$ cat config.mk
export PLATFORM = sky130hd
export DESIGN_NAME = pes_elevator_sched
export DESIGN_NICKNAME = d
export VERILOG_FILES = /design/src/rtl/pes_elevator_pkg.sv /design/src/rtl/pes_elevator_dir_sel.sv /design/src/rtl/pes_elevator_sched.sv
export SDC_FILE = /design/constraint.sdc
export NUM_CORES = 1
export LEC_CHECK = 0
export CELL_PAD_IN_SITES_DETAIL_PLACEMENT = 1
export CELL_PAD_IN_SITES_GLOBAL_PLACEMENT = 1
export CORE_MARGIN = 2
export CORE_UTILIZATION = 35
export CTS_CLUSTER_DIAMETER = 60
export DETAILED_ROUTE_END_ITERATION = 10
export PLACE_DENSITY = 0.8
export SYNTH_ARGS = -nofsm -noshare
export SYNTH_HDL_FRONTEND = slang
export SYNTH_HIERARCHICAL = 1
export SYNTH_SLANG_ARGS = --single-unit
$ cat constraint.sdc
create_clock -name clk -period 4.5 [get_ports clk]
set_input_delay 0.675 -clock clk [delete_from_list [all_inputs] [get_ports clk]]
set_output_delay 0.675 -clock clk [all_outputs]
set_load 0.05 [all_outputs]
$ cat src/rtl/pes_elevator_pkg.sv
// Shared types for the pes_elc elevator scheduler: FSM state encoding and travel direction.
package pes_elevator_pkg;

  typedef enum logic [1:0] {
    ST_IDLE   = 2'd0,
    ST_MOVING = 2'd1,
    ST_DOOR   = 2'd2
  } state_e;

  localparam logic DIR_UP   = 1'b1;
  localparam logic DIR_DOWN = 1'b0;

endpackage

$ cat src/rtl/pes_elevator_dir_sel.sv
// SCAN direction selector: flags requests above/below the cabin and picks the next direction.
// Purely combinational; keeps heading while work lies ahead, reverses otherwise, holds when idle.
module pes_elevator_dir_sel
  import pes_elevator_pkg::*;
#(
  parameter int NUM_FLOORS = 8,
  parameter int FLOOR_W    = $clog2(NUM_FLOORS)
) (
  input  logic [NUM_FLOORS-1:0] i_pending,
  input  logic [FLOOR_W-1:0]    i_floor,
  input  logic                  i_dir,
  output logic                  o_any_above,
  output logic                  o_any_below,
  output logic                  o_next_dir
);

  always_comb begin
    o_any_above = 1'b0;
    o_any_below = 1'b0;
    for (int i = 0; i < NUM_FLOORS; i++) begin
      if (i_pending[i] && (i > int'(i_floor))) o_any_above = 1'b1;
      if (i_pending[i] && (i < int'(i_floor))) o_any_below = 1'b1;
    end
  end

  // With nothing pending on either side the current direction is retained.
  always_comb begin
    if (i_dir == DIR_UP) begin
      o_next_dir = (o_any_above || !o_any_below) ? DIR_UP : DIR_DOWN;
    end else begin
      o_next_dir = (o_any_below || !o_any_above) ? DIR_DOWN : DIR_UP;
    end
  end

endmodule

$ cat src/rtl/pes_elevator_sched.sv
// SCAN elevator controller: latched request bitmap, timed travel and door dwell, door interlocks.
// Request visible in pending one cycle later, motion starts the cycle after; interlocks stall the door timer.
module pes_elevator_sched
  import pes_elevator_pkg::*;
#(
  parameter int NUM_FLOORS    = 8,
  parameter int FLOOR_W       = $clog2(NUM_FLOORS),
  parameter int TRAVEL_CYCLES = 4,
  parameter int DOOR_CYCLES   = 6,
  parameter int ALERT_CYCLES  = 8
) (
  input  logic                  clk,
  input  logic                  reset,
  input  logic [FLOOR_W-1:0]    in_current_floor,
  input  logic                  req_valid,
  input  logic [FLOOR_W-1:0]    req_floor,
  input  logic                  over_time,
  input  logic                  over_weight,
  output logic [FLOOR_W-1:0]    out_current_floor,
  output logic                  direction,
  output logic                  moving,
  output logic                  door_open,
  output logic                  complete,
  output logic [NUM_FLOORS-1:0] pending,
  output logic                  req_error,
  output logic                  door_alert,
  output logic                  weight_alert
);

  localparam int TW = $clog2(TRAVEL_CYCLES + 1);
  localparam int DW = $clog2(DOOR_CYCLES + 1);
  localparam int OW = $clog2(ALERT_CYCLES + 1);
  localparam logic [NUM_FLOORS-1:0] ONE_HOT0 = {{(NUM_FLOORS-1){1'b0}}, 1'b1};

  state_e                  r_state;
  logic [FLOOR_W-1:0]      r_floor;
  logic                    r_dir;
  logic [NUM_FLOORS-1:0]   r_pending;
  logic [TW-1:0]           r_travel_cnt;
  logic [DW-1:0]           r_door_cnt;
  logic [OW-1:0]           r_obst_cnt;
  logic                    r_complete;
  logic                    r_req_error;
  logic                    r_door_alert;
  logic                    r_weight_alert;

  logic                    w_req_ok;
  logic                    w_req_same;
  logic [NUM_FLOORS-1:0]   w_req_onehot;
  logic [FLOOR_W-1:0]      w_step_floor;
  logic [NUM_FLOORS-1:0]   w_step_onehot;
  logic                    w_arrive;
  logic                    w_hit;
  logic                    w_door_restart;
  logic [NUM_FLOORS-1:0]   w_set_mask;
  logic [NUM_FLOORS-1:0]   w_clr_mask;
  logic                    w_any_above;
  logic                    w_any_below;
  logic                    w_next_dir;

  pes_elevator_dir_sel #(
    .NUM_FLOORS (NUM_FLOORS),
    .FLOOR_W    (FLOOR_W)
  ) u_dir_sel (
    .i_pending   (r_pending),
    .i_floor     (r_floor),
    .i_dir       (r_dir),
    .o_any_above (w_any_above),
    .o_any_below (w_any_below),
    .o_next_dir  (w_next_dir)
  );

  assign w_req_ok      = req_valid && (int'(req_floor) < NUM_FLOORS);
  assign w_req_same    = (req_floor == r_floor);
  assign w_req_onehot  = ONE_HOT0 << req_floor;
  assign w_step_floor  = (r_dir == DIR_UP) ? r_floor + 1'b1 : r_floor - 1'b1;
  assign w_step_onehot = ONE_HOT0 << w_step_floor;
  assign w_arrive      = (r_state == ST_MOVING) && (r_travel_cnt == TW'(TRAVEL_CYCLES - 1));
  assign w_hit         = |(r_pending & w_step_onehot);
  assign w_door_restart = (r_state == ST_DOOR) && w_req_ok && w_req_same;

  // A request for the floor the cabin is standing at (idle or doors open) is served in place.
  assign w_set_mask = (w_req_ok && !(w_req_same && (r_state != ST_MOVING))) ? w_req_onehot : '0;
  // Clearing is applied after setting so an arrival wins over a same-cycle request.
  assign w_clr_mask = (w_arrive && w_hit) ? w_step_onehot : '0;

  always_ff @(posedge clk) begin
    if (reset) begin
      r_state        <= ST_IDLE;
      r_floor        <= in_current_floor;
      r_dir          <= DIR_UP;
      r_pending      <= '0;
      r_travel_cnt   <= '0;
      r_door_cnt     <= '0;
      r_obst_cnt     <= '0;
      r_complete     <= 1'b0;
      r_req_error    <= 1'b0;
      r_door_alert   <= 1'b0;
      r_weight_alert <= 1'b0;
    end else begin
      r_pending      <= (r_pending | w_set_mask) & ~w_clr_mask;
      r_complete     <= 1'b0;
      r_req_error    <= req_valid && !w_req_ok;
      r_obst_cnt     <= '0;
      r_door_alert   <= 1'b0;
      r_weight_alert <= 1'b0;

      case (r_state)
        ST_IDLE: begin
          if (w_req_ok && w_req_same) begin
            r_state    <= ST_DOOR;
            r_complete <= 1'b1;
            r_door_cnt <= '0;
          end else if (w_any_above || w_any_below) begin
            r_state      <= ST_MOVING;
            r_dir        <= w_next_dir;
            r_travel_cnt <= '0;
          end
        end

        ST_MOVING: begin
          if (w_arrive) begin
            r_floor      <= w_step_floor;
            r_travel_cnt <= '0;
            if (w_hit) begin
              r_state    <= ST_DOOR;
              r_complete <= 1'b1;
              r_door_cnt <= '0;
            end
          end else begin
            r_travel_cnt <= r_travel_cnt + 1'b1;
          end
        end

        ST_DOOR: begin
          if (w_door_restart) begin
            r_door_cnt <= '0;
          end else if (!over_time && !over_weight) begin
            if (r_door_cnt == DW'(DOOR_CYCLES - 1)) begin
              r_state    <= ST_IDLE;
              r_door_cnt <= '0;
            end else begin
              r_door_cnt <= r_door_cnt + 1'b1;
            end
          end
          // Obstruction count saturates; the alert fires on the edge the count reaches its limit.
          if (over_time) begin
            r_obst_cnt   <= (r_obst_cnt == OW'(ALERT_CYCLES)) ? r_obst_cnt : r_obst_cnt + 1'b1;
            r_door_alert <= (r_obst_cnt >= OW'(ALERT_CYCLES - 1));
          end
          r_weight_alert <= over_weight;
        end

        default: begin
          r_state <= ST_IDLE;
        end
      endcase
    end
  end

  assign out_current_floor = r_floor;
  assign direction         = r_dir;
  assign moving            = (r_state == ST_MOVING);
  assign door_open         = (r_state == ST_DOOR);
  assign complete          = r_complete;
  assign pending           = r_pending;
  assign req_error         = r_req_error;
  assign door_alert        = r_door_alert;
  assign weight_alert      = r_weight_alert;

endmodule

==> results by group, run 1 <==
Critical path
  • Crit-path cells: nor2b_1 > clkdlybuf4s50_1
  • Worst EP required: 3.83 ns
  • Crit path depth: 2
  • CP max-delay cell: clkdlybuf4s50_1
  • WP data arrival: 2.22 ns
  • CP Launch Type: register
  • RR Startpoint: out_current_floor[0]
  • Flop2flop setup slack: ~1.8 ns
  • Worst-path maximum fanout: 12
  • Reg2Reg Depth: 6
  • CP top delay family: buffers and inverters
  • Setup crit end kind: primary output
  • Crit path to: door_open
  • Worst setup path category: register to primary output
  • R2R Path End: r_door_cnt[2]
  • Critical path's largest stage delay: 0.90 ns
  • WP buf/inv: 1
  • Crit path launch: r_state[1]

Clocking
  • CTS tree: done
  • H-tree depth: 1
  • Maximum clock path buffer count: 2
  • Reg clk slew, reported paths: 0.09 ns
  • Clk root buf: clkbuf_8
  • Worst-skew pair later-pin latency: 0.28 ns
  • PostCTS Resize Cnt: 0
  • Cts hold-fix bufs: 0
  • Clock sinks: 27
  • TritonCTS buffer count: 3
  • Post-CTS Setup Inserts: 0

Detailed routing
  • Drt first pass iters: 4
  • ANT nets after route: 0
  • Via count: 1353
  • Remaining DRCs: 0
  • WL/cell: around 17 um
  • DRT Wirelength: 4120 um
  • DR iter-0 viols: 52
  • Vias per cell: 5.46

GRT
  • Wire length of the first global-routing pass: between 6000 and 7000 um
  • Maximum number of pins on one net before global-route repair: 21
  • Vias in the first global route: around 1400
  • Initial antenna violation count: 0
  • Grt total ovfl: 0
  • All-layer global routing usage: 17.1%

Logic synthesis
  • Mean Syn Cell Area: 9.53 sq um
  • Gate Count Post-Synth: around 170
  • Synth Warn #: 6
  • Yosys top cell area share: 29.5%
  • Cell taking the most area after synthesis: dfxtp_1
  • Top post-synthesis cells by count: dfxtp_1 (24), a21oi_1 (13), nor2_1 (12), inv_1 (11), nand2_1 (11)
  • Post-synthesis sequential area ratio: 35.0%
  • Synthesized area: 1630 sq um
  • Net Count, Synth: 191
  • Yosys reg bits: 27
  • Post-synth top flop: dfxtp_1
  • Most frequent cell after synthesis: dfxtp_1
  • Yosys cell types: 55
  • Ranking of synthesized cells by area: dfxtp_1 (29%), ha_1 (6.1%), edfxtp_1 (5.5%)
  • Async SR Flop Fraction: 0%
  • Post-synth EDFFs: 3

STA
  • RSZ-0062 raised after global routing: false
  • Measured slew at the worst slew-check pin: 0.732 ns
  • Setup-failing EPs final: 0
  • Fin crit share: ~64%
  • Max Slew Vio Count: 0
  • Fmax: 345 MHz
  • Worst slew margin: roughly 51%
  • Clock skew: 0.00172 ns
  • Final hold violations: 0
  • Fin crit period: a little under 3 ns
  • Total negative setup slack: 0 ns

Die
  • I/O pins: 29
  • Row cnt: 24
  • Initial Util: 36.9%
  • Die height: 72.2 um
  • Die width: 72.2 um
  • Core area: 4410 sq um
  • Total Die Area: 5220 sq um

Placement
  • IO buf count: 27
  • Post-DP HPWL: 3130 um
  • GP Congestion: approximately 0.80

Cells and area
  • Layout area overhead: 21.1%
  • Fillers: 520
  • NumNets Final: 217
  • Final Util: 44.7%
  • Antenna Cells: 0
  • Layout cells sized above 1: roughly 9%

Flow run
  • MaxCap Viol Count: 0

Outcome
  • Status: complete, no violations

Power and ir drop
  • LEAKAGE: 0.741 nW
  • Power per cell area: ~320 nW/um^2
  • Peak supply drop: 0.171 mV

Min path
  • Worst hold path type: register to register
==> placed cells by master, fill, tap and decap left out, types with 2 or more instances in the layout <==
master / n
and3_1: 3
a31oi_1: 2
edfxtp_1: 3
ha_1: 8
a21oi_1: 13
nand3b_1: 2
mux2_2: 2
o41ai_1: 2
nor2b_1: 5
a211oi_1: 10
inv_1: 11
nand2_1: 11
a22oi_1: 5
nor4_1: 2
o21ai_0: 3
or2_2: 2
nand3_1: 5
nor3_1: 3
dfxtp_1: 24
mux2i_1: 3
or4_1: 3
xor2_1: 4
nor2_1: 12
clkdlybuf4s50_1: 27
clkbuf_8: 3
==> how the worst min path moves through the flow <==
stage,cells after the start,to,from,slack [ns]
finish,1,r_travel_cnt[2],r_travel_cnt[2],0.47
global route,1,r_travel_cnt[2],r_travel_cnt[2],0.47
CTS,1,r_travel_cnt[2],r_travel_cnt[2],0.47
detailed placement,1,r_travel_cnt[2],r_travel_cnt[2],0.46
global placement,1,r_travel_cnt[2],r_travel_cnt[2],0.45
floorplan,1,r_travel_cnt[2],r_travel_cnt[2],0.44
==> metal layers <==
metal,wire (um),vias up,track usage [%]
met5,0,-,0
met4,19,0,3.56
met3,132,2,3.75
met2,2040,18,29.1
met1,1920,659,22.4
li1,-,674,-
==> registers in the layout (all words and copies together), names as in the netlist <==
signal	flops
r_obst_cnt	4
door_alert	1
direction	1
pending	8
r_travel_cnt	3
weight_alert	1
complete	1
r_door_cnt	3
out_current_floor	3
r_state	2
==> worst reg2reg max path: stages (launching register included) <==
cell      delay (ns)
edfxtp_1        0.63
fa_1            0.57
xor3_1          0.42
a211oi_2        0.43
a211o_4         0.19
o21ai_1         0.08
a32o_1          0.26
==> per-stage QoR <==
step | power (W) | instance area (sq um) | hold slack, ns | setup slack (ns) | std cells
global route | 0.000666 | 1970 | 0.474 | 1.49 | 248
finish | 0.000629 | 1970 | 0.471 | 1.60 | 248
global placement | 0.000486 | 1930 | 0.448 | 1.81 | 244
floorplan | 0.000433 | 1630 | 0.441 | 1.89 | 171
CTS | 0.000637 | 1970 | 0.469 | 1.60 | 248
detailed placement | 0.000493 | 1930 | 0.455 | 1.76 | 244
==> where the power goes <==
group	leakage [nW]	switching (W)	internal (W)
Sequential	0.224	0.0000285	0.000258
Combinational	0.491	0.000116	0.0000848
Clock	0.0255	0.0000797	0.0000623
==> logic make-up after synthesis <==
family / count (synthesis) / synth area share (%)
AOI/OAI and AO/OA: 47 / 21.8
DFF: 27 / 35.0
other: 1 / 0.230
muxes: 5 / 3.23
xor gates and xnor gates: 7 / 5.53
and+or+nand+nor: 57 / 21.4
adders and majority gates: 10 / 7.99
buffers and inverters: 17 / 4.84
==> cell type report <==
class	count	area, sq um	share of cell area, %
clock buffers	3	41.3	2.09
flip-flops and latches	27	571	28.9
well taps	52	65.1	3.30
multi-input cells	127	980	49.7
repair buffers	27	270	13.7
clock inverters	1	5.00	0.254
inverters	11	41.3	2.09
No activity file was read; power rests on OpenSTA's default activity.
==> run 2: changes to the inputs <==
--- a/config.mk
+++ b/config.mk
@@ -11,7 +11,7 @@
 export CORE_UTILIZATION = 35
 export CTS_CLUSTER_DIAMETER = 60
 export DETAILED_ROUTE_END_ITERATION = 10
-export PLACE_DENSITY = 0.8
+export PLACE_DENSITY = 0.83
 export SYNTH_ARGS = -nofsm -noshare
 export SYNTH_HDL_FRONTEND = slang
 export SYNTH_HIERARCHICAL = 1
==> constraint.sdc (replaced) <==
create_clock -name clk -period 2.45 [get_ports clk]
set_input_delay 0.3675 -clock clk [delete_from_list [all_inputs] [get_ports clk]]
set_output_delay 0.3675 -clock clk [all_outputs]
set_load 0.05 [all_outputs]
==> run 2 against run 1 <==
  * Utilization up 2.8 points
  * Routed wire length rose by 7.7%
  * Setup slack worse by 1.5 ns
  * Count of clock-buffer cells in the layout unchanged
  * Global-route usage rose by 1.1 points
  * Flip-flop and latch count is the same
  * Die area unchanged
  * Cell count is 3.6% higher
  * Combinational power grew 110%
  * Worst hold slack better by 0.0058 ns
  * Largest cell class unchanged
  * Highest routed layer unchanged
==> results by group, run 2 (synthesis results as in run 1) <==
Outcome
  • Status: complete, no violations

Min path
  • Worst hold path type: register to register

Detailed routing
  • DR iter-0 viols: 40
  • Drt first pass iters: 4
  • DRT Wirelength: 4430 um
  • Via count: 1414
  • WL/cell: 17.2 um
  • Vias per cell: 5.50
  • Remaining DRCs: 0
  • ANT nets after route: 0

Critical path
  • Setup crit end kind: register
  • CP Launch Type: register
  • Worst EP required: 2.63 ns
  • WP data arrival: 2.51 ns
  • Worst setup path category: register to register
  • Worst-path maximum fanout: 10

Clocking
  • H-tree depth: 1
  • Maximum clock path buffer count: 2
  • Cts hold-fix bufs: 0
  • Worst-skew pair later-pin latency: 0.27 ns
  • Post-CTS Setup Inserts: 0
  • PostCTS Resize Cnt: 0
  • TritonCTS buffer count: 3
  • Clock sinks: 27
  • CTS tree: done
  • Reg clk slew, reported paths: 0.10 ns
  • Clk root buf: clkbuf_8

Die
  • Row cnt: 24
  • Die width: 72.2 um
  • Die height: 72.2 um
  • Total Die Area: 5220 sq um
  • I/O pins: 29
  • Core area: approximately 4400 sq um
  • Initial Util: 36.9%

GRT
  • Vias in the first global route: 1524
  • Wire length of the first global-routing pass: about 7400 um
  • Initial antenna violation count: 0
  • All-layer global routing usage: 18.2%
  • Grt total ovfl: 0
  • Maximum number of pins on one net before global-route repair: 20

Cells and area
  • Final Instance Area: 2100 sq um
  • Most frequent cells in the layout: clkdlybuf4s50_1 (26), dfxtp_1 (23), a21oi_1 (13)
  • Final std cells w/o fill: 257
  • NumNets Final: 226
  • Fillers: between 500 and 600
  • Max reg flops: 8
  • Layout cells sized above 1: between 10% and 20%
  • Layout area overhead: 28.8%
  • Antenna Cells: 0
  • Most common cell after layout, fill and taps aside: clkdlybuf4s50_1
  • Area occupied by multi-input gates: slightly above 1000 sq um
  • Flip-flop and latch area: 572 sq um

Placement
  • Post-DP HPWL: between 3000 and 4000 um
  • IO buf count: 27
  • Post-DP Area: 2050 sq um
  • GP Congestion: 0.829
  • Placed Cells: 253

STA
  • Measured slew at the worst slew-check pin: 0.545 ns
  • RSZ-0062 raised after global routing: false
  • Clock skew: 0.00357 ns
  • Worst slew margin: between 60% and 70%
  • Fin crit share: 95.3%
  • Setup-failing EPs final: 0
  • Max Slew Vio Count: 0
  • Fin crit period: 2.33 ns
  • Final hold violations: 0
  • Fmax: 428 MHz

Power and ir drop
  • Power per cell area: 571 nW/um^2
  • Peak supply drop: 0.188 mV
  • LEAKAGE: 0.790 nW

Flow run
  • MaxCap Viol Count: 0
-- run 2: cell types whose count changed in the layout (fill, tap and decap cells not counted), moves of 2 or more --
cell and delta:
a22oi_2 +4, ha_4 +2, ha_1 -3, buf_4 +10, a22oi_1 -4
-- run 2: worst paths after layout --
path | from | end | slack [ns] | depth (start not counted)
hold reg to reg | r_travel_cnt[2] | r_travel_cnt[2] | 0.48 | 1
setup / recovery | out_current_floor[0] | r_door_cnt[1] | 0.12 | 7
setup reg to reg | out_current_floor[0] | r_door_cnt[1] | 0.12 | 7
hold / removal | r_travel_cnt[2] | r_travel_cnt[2] | 0.48 | 1
-- run 2: where the power goes --
part           total, W  switching (W)  internal [W]  leakage [nW]
clock          0.000264       0.000148      0.000117        0.0260
combinational  0.000413       0.000238      0.000174         0.541
sequential     0.000521      0.0000473      0.000474         0.223
total           0.00120       0.000433      0.000764         0.790
-- run 2: through the flow --
stage                     utilization [%]  hold WS (ns)  setup TNS, ns  setup WS (ns)  total power, W
after global routing                 47.5         0.483              0         0.0570         0.00126
after global placement               46.5         0.448              0          0.137        0.000928
after floorplan                         -         0.441        -0.0188        -0.0188        0.000815
after detailed placement             46.5         0.459              0          0.115        0.000945
after CTS                            47.5         0.473              0          0.103         0.00121
final                                47.5         0.477              0          0.115         0.00120
-- run 2: cell type report --
| class | count | area share [%] |
|---|---|---|
| multi-input cells | 127 | 49.4 |
| well taps | 52 | 3.10 |
| repair buffers | 36 | 16.0 |
| inverters | 11 | 1.97 |
| clock inverters | 1 | 0.298 |
| clock buffers | 3 | 1.97 |
| flip-flops and latches | 27 | 27.3 |
-- run 2: critical path, stage by stage (launching register included) --
cell and delay (ns):
edfxtp_1 0.67, inv_1 0.14, ha_1 0.31, a22oi_2 0.28, a211oi_4 0.11, a211o_4 0.34, nor4b_4 0.14, a22o_2 0.23
-- run 2: routing by layer --
metal  track usage, %  part of all wire, %  up-vias
met5                0                    0        -
met3             1.67                  3.2        4
met4             4.82                 0.90        0
met1             24.0                   45      690
li1                 -                    -      692
met2             32.0                   51       28
==> run 3: changes to the inputs <==
--- a/config.mk
+++ b/config.mk
@@ -7,7 +7,7 @@
 export LEC_CHECK = 0
 export CELL_PAD_IN_SITES_DETAIL_PLACEMENT = 1
 export CELL_PAD_IN_SITES_GLOBAL_PLACEMENT = 1
-export CORE_MARGIN = 2
+export CORE_MARGIN = 5
 export CORE_UTILIZATION = 35
 export CTS_CLUSTER_DIAMETER = 60
 export DETAILED_ROUTE_END_ITERATION = 10
==> run 3 against run 2 <==
  * Flip-flop and latch count unchanged
  * Setup slack barely moved
  * Non-clock buffer count grew 3
  * Combinational power increased by 3%
  * Via count fell by 0.42%
  * Worst hold slack worse by 0.0026 ns
==> results by group, run 3 (synthesis results as in run 1) <==
Outcome
  • Status: complete, no violations

Die
  • Total Die Area: 6120 sq um
  • Core area: 4440 sq um
  • I/O pins: 29
  • Die width: around 78 um
  • Initial Util: 36.7%
  • Row cnt: 24
  • Die height: 78.2 um

Clocking
  • Maximum clock path buffer count: 2
  • PostCTS Resize Cnt: 0
  • Worst-skew pair later-pin latency: ~0.27 ns
  • H-tree depth: 1
  • Clock sinks: 27
  • Clk root buf: clkbuf_8
  • Cts hold-fix bufs: 0
  • TritonCTS buffer count: 3
  • Post-CTS Setup Inserts: 0
  • CTS tree: done
  • Reg clk slew, reported paths: 0.10 ns

STA
  • Clock skew: 0.00188 ns
  • Max Slew Vio Count: 0
  • Fin crit period: 2.33 ns
  • Fin crit share: between 90% and 100%
  • Min Hold Slack: 0.474 ns
  • Final hold violations: 0
  • Measured slew at the worst slew-check pin: 0.593 ns
  • Final worst slack: 0.115 ns
  • RSZ-0062 raised after global routing: false
  • Worst slew margin: 60.2%
  • Setup-failing EPs final: 0
  • Fmax: 428 MHz

Critical path
  • Worst EP required: 2.08 ns
  • Worst setup path category: register to primary output
  • Worst-path maximum fanout: 11
  • Flop2flop setup slack: 0.15 ns
  • Setup crit end kind: primary output
  • WP data arrival: 1.97 ns
  • CP Launch Type: register

Cells and area
  • Most common cell after layout, fill and taps aside: clkdlybuf4s50_1
  • Layout area overhead: 30.2%
  • Antenna Cells: 0
  • Layout cells sized above 1: 19.2%
  • Most frequent cells in the layout: clkdlybuf4s50_1 (26), dfxtp_1 (23), a21oi_1 (13), buf_4 (13), nor2_1 (12)
  • Max reg flops: 8
  • Final std cells w/o fill: 260
  • NumNets Final: between 200 and 250

GRT
  • Initial antenna violation count: 0
  • Vias in the first global route: 1474
  • All-layer global routing usage: 14.6%
  • Grt total ovfl: 0
  • Wire length of the first global-routing pass: ~7000 um
  • Maximum number of pins on one net before global-route repair: 17

Detailed routing
  • Drt first pass iters: 4
  • WL/cell: 16.6 um
  • Vias per cell: 5.42
  • Via count: between 1000 and 1500
  • DR iter-0 viols: 53
  • DRT Wirelength: 4320 um
  • ANT nets after route: 0
  • Remaining DRCs: 0

Power and ir drop
  • LEAKAGE: 0.805 nW
  • Power per cell area: 567 nW/um^2
  • Peak supply drop: 0.225 mV

Placement
  • IO buf count: 27
  • GP Congestion: 0.811
  • Post-Place Worst Slack: 0.0956 ns
  • Post-DP HPWL: between 3000 and 4000 um
  • Placed Cells: about 260

Flow run
  • MaxCap Viol Count: 0

Min path
  • Worst hold path type: register to register
-- run 3: cell count changes in the layout (fill, tap and decap cells not counted), sizes merged --
cell | before | now
buf | 10 | 13
-- run 3: routing by layer --
metal	GRT usage, %	wire [um]	part of all wire (%)	vias up
li1	-	-	-	699
met1	18.5	1940	45	679
met2	26.2	2190	51	28
met3	1.95	183	4.2	2
met4	3.85	5	0.12	0
met5	0	0	0	-
-- run 3: stage by stage --
step | utilization (%) | total power (W) | cell area [sq um] | TNS (ns)
after detailed placement | 46.6 | 0.000947 | 2070 | 0
after CTS | 47.7 | 0.00122 | 2120 | 0
final | 47.7 | 0.00120 | 2120 | 0
after global routing | 47.7 | 0.00127 | 2120 | 0
after floorplan | - | 0.000815 | 1690 | -0.0188
after global placement | 46.6 | 0.000937 | 2070 | 0
-- run 3: layout make-up --
| type | instances | area, sq um |
|---|---|---|
| multi-input cells | 127 | 1040 |
| clock inverters | 1 | 6.26 |
| inverters | 11 | 41.3 |
| flip-flops and latches | 27 | 572 |
| repair buffers | 39 | 358 |
| well taps | 52 | 65.1 |
| clock buffers | 3 | 41.3 |
| fillers | 510 | 2320 |
-- run 3: worst max-delay path, cell delays in order (launching register included) --
cell and delay [ns]:
edfxtp_1 0.68, buf_4 0.22, clkdlybuf4s50_1 0.79
-- run 3: report_power, final --
group,total (W),switching [W],internal (W)
Combinational,0.000427,0.000246,0.000181
Sequential,0.000511,0.0000377,0.000474
Clock,0.000265,0.000149,0.000117
-- run 3: path summary, 6_finish.rpt --
check | start | to | depth (start not counted)
worst max-delay path | out_current_floor[0] | out_current_floor[0] | 2
worst min-delay path | r_travel_cnt[2] | r_travel_cnt[2] | 1
worst max register to register | out_current_floor[0] | r_door_cnt[1] | 7
worst min register to register | r_travel_cnt[2] | r_travel_cnt[2] | 1
==> RTL change, RTL diff (settings of run 2) <==
Re-encode `state_e` (3 states) as one-hot, 3 bits wide.
--- a/src/rtl/pes_elevator_pkg.sv
+++ b/src/rtl/pes_elevator_pkg.sv
@@ -1,10 +1,10 @@
 // Shared types for the pes_elc elevator scheduler: FSM state encoding and travel direction.
 package pes_elevator_pkg;
 
-  typedef enum logic [1:0] {
-    ST_IDLE   = 2'd0,
-    ST_MOVING = 2'd1,
-    ST_DOOR   = 2'd2
+  typedef enum logic [2:0] {
+    ST_IDLE   = 3'b001,
+    ST_MOVING = 3'b010,
+    ST_DOOR   = 3'b100
   } state_e;
 
   localparam logic DIR_UP   = 1'b1;
Formal check against the unedited RTL: no difference found for any inputs over 10 cycles, from zero or initial values and one cycle with reset high; not proved beyond that.
==> RTL change against run 2 <==
Cell area grew 13%; largest cell class unchanged; critical path depth grew 1; area after synthesis is 5.7% higher; wire length increased by 27%; worst setup slack worse by 220 ps; highest routed layer unchanged; the run now ends with negative setup slack left; critical endpoint is now r_door_cnt[0]; sequential cell count increased by 1.
Power is not compared: it rests on default switching activity, and its combinational part moved more than twofold at a synthesized area within 25%.
==> RTL change: results (changes against run 2) <==
metric,value,unit,change
outcome,"finished, violations left",,"was complete, no violations"
violations,negative setup slack,,
clk_latency,280,ps,
max_stage_delay,460,ps,was 670 ps
fin_setup_tns,-146,ps,was 0 ps
cts_max_level,1,,unchanged
whs,463,ps,was 477 ps
reg2reg_depth,8,,was 7
worstHoldStart,r_travel_cnt[2],,unchanged
clock_skew,14.2,ps,was 3.57 ps
finalSetupViolations,3,,was 0
worst_pin_slew,525,ps,was 545 ps
globalplace.congestion,0.934,,was 0.829
portBuffers,27,,unchanged
synth-compound-area-share,22.8,%,was 21.8%
p_leak,0.915,nW,
synthAdderAreaFrac,7.56,%,was 7.99%
synth_area_leaders,"dfxtp_1 (29%), ha_1 (5.8%), edfxtp_1 (5.2%)",,"was dfxtp_1 (29%), ha_1 (6.1%), edfxtp_1 (5.5%)"
final_cells,312,,was 257
cts_root_buf,clkbuf_8,,unchanged
drive_above_1_share,21.6,%,was 18.0%
synth_edf_count,3,,unchanged
r2r-start,out_current_floor[1],,was out_current_floor[0]
synth_seq_area_share,34.3,%,was 35.0%
antenna_found_initial,0,,unchanged
cts_hold_buffers,0,,unchanged
setup_ws,-102,ps,was 115 ps
dr.pass1.iters,4,,unchanged
clkTransAtPathRegs,110,ps,
netlist_top_cells_count,"dfxtp_1 (25), nand2_1 (20), a21oi_1 (17)",,"was dfxtp_1 (24), a21oi_1 (13), nor2_1 (12)"
hpwlAfterDp,3850,µm,was 3430 µm
place_area,2180,µm²,was 2050 µm²
syn-num-nets,212,,was 191
grtUsageTotal,20.9,%,was 18.2%
dp_cells,296,,was 253
min_to,r_travel_cnt[2],,unchanged
yosysUniqueCellTypes,61,,was 55
grt_max_degree,20,,unchanged
largest_reg_flops,8,,unchanged
drt_iter0_drc,79,,was 40
clk_path_buf_depth,2,,unchanged
avgSynthCellArea,8.97,µm²,was 9.53 µm²
grt_pass1_wl,8770,µm,was 7400 µm
critPathSlowestCell,edfxtp_1,,unchanged
ir_drop,280,µV,
numCtsBuffers,3,,unchanged
hp-class,reg -> reg,,unchanged
yosys_warnings,6,,unchanged
synthXorXnorAreaFrac,4.43,%,was 5.53%
fin_nets,266,,was 226
wl_per_cell,18.1,µm,was 17.2 µm
rr_endpoint,r_door_cnt[0],,was r_door_cnt[1]
synthMuxAreaShare,3.05,%,was 3.23%
path_max_fanout,3,,was 10
dp_slack,11.8,ps,was 115 ps
grt_pass1_vias,1774,,was 1524
min_path_cells,2,,was 1
via_per_inst,5.49,,was 5.50
==> RTL change: changes by cell type in the layout (fill, tap and decap cells not counted), sizes merged, moves of 3 or more <==
cell,change
buf,+18
a22oi,-4
xnor2,+4
a21oi,+4
or3,+3
nand4,+3
nand2,+8
nor2b,-3
xor2,-3
==> RTL change: how the worst max path moves through the flow <==
stage | endpoint | cells past startpoint | slack [ps] | from
floorplan | r_door_cnt[0] | 8 | -100 | out_current_floor[1]
global placement | r_state[1] | 9 | 150 | direction
detailed placement | r_door_cnt[0] | 9 | 10 | direction
CTS | r_door_cnt[0] | 9 | 30 | direction
global route | r_door_cnt[0] | 7 | -160 | out_current_floor[1]
finish | r_door_cnt[0] | 8 | -100 | out_current_floor[1]
==> RTL change: power breakdown <==
part / switching, mW / internal [mW] / total [mW] / leakage, nW
Clock: 0.152 / 0.117 / 0.269 / 0.0228
Combinational: 0.496 / 0.430 / 0.926 / 0.660
Sequential: 0.0658 / 0.516 / 0.582 / 0.232
==> RTL change: worst min-delay path: stages (launching register included) <==
cell	delay, ps
dfxtp_1	330
inv_1	50
a2111oi_0	50
==> RTL change: layout make-up <==
cell class / count / area, µm²
multi-input cells: 147 / 1140
clock buffers: 4 / 45.0
flip-flops and latches: 28 / 594
well taps: 67 / 83.8
fillers: 533 / 2350
inverters: 13 / 51.3
repair buffers: 53 / 460
==> RTL change: timing repair <==
| item | in CTS | in global routing |
|---|---|---|
| resized for setup | 1 | 10 |
| buffers inserted | 4 | 8 |
| pin swaps | 1 | 8 |
| endpoints found under the setup margin | 1 | 10 |
==> RTL change: layer usage <==
layer	global-route usage, %	wire length, µm	share of wire, %
met1	28.0	2520	45
met2	35.4	2870	51
met3	1.90	221	3.9
met4	6.67	42	0.74
met5	0	0	0
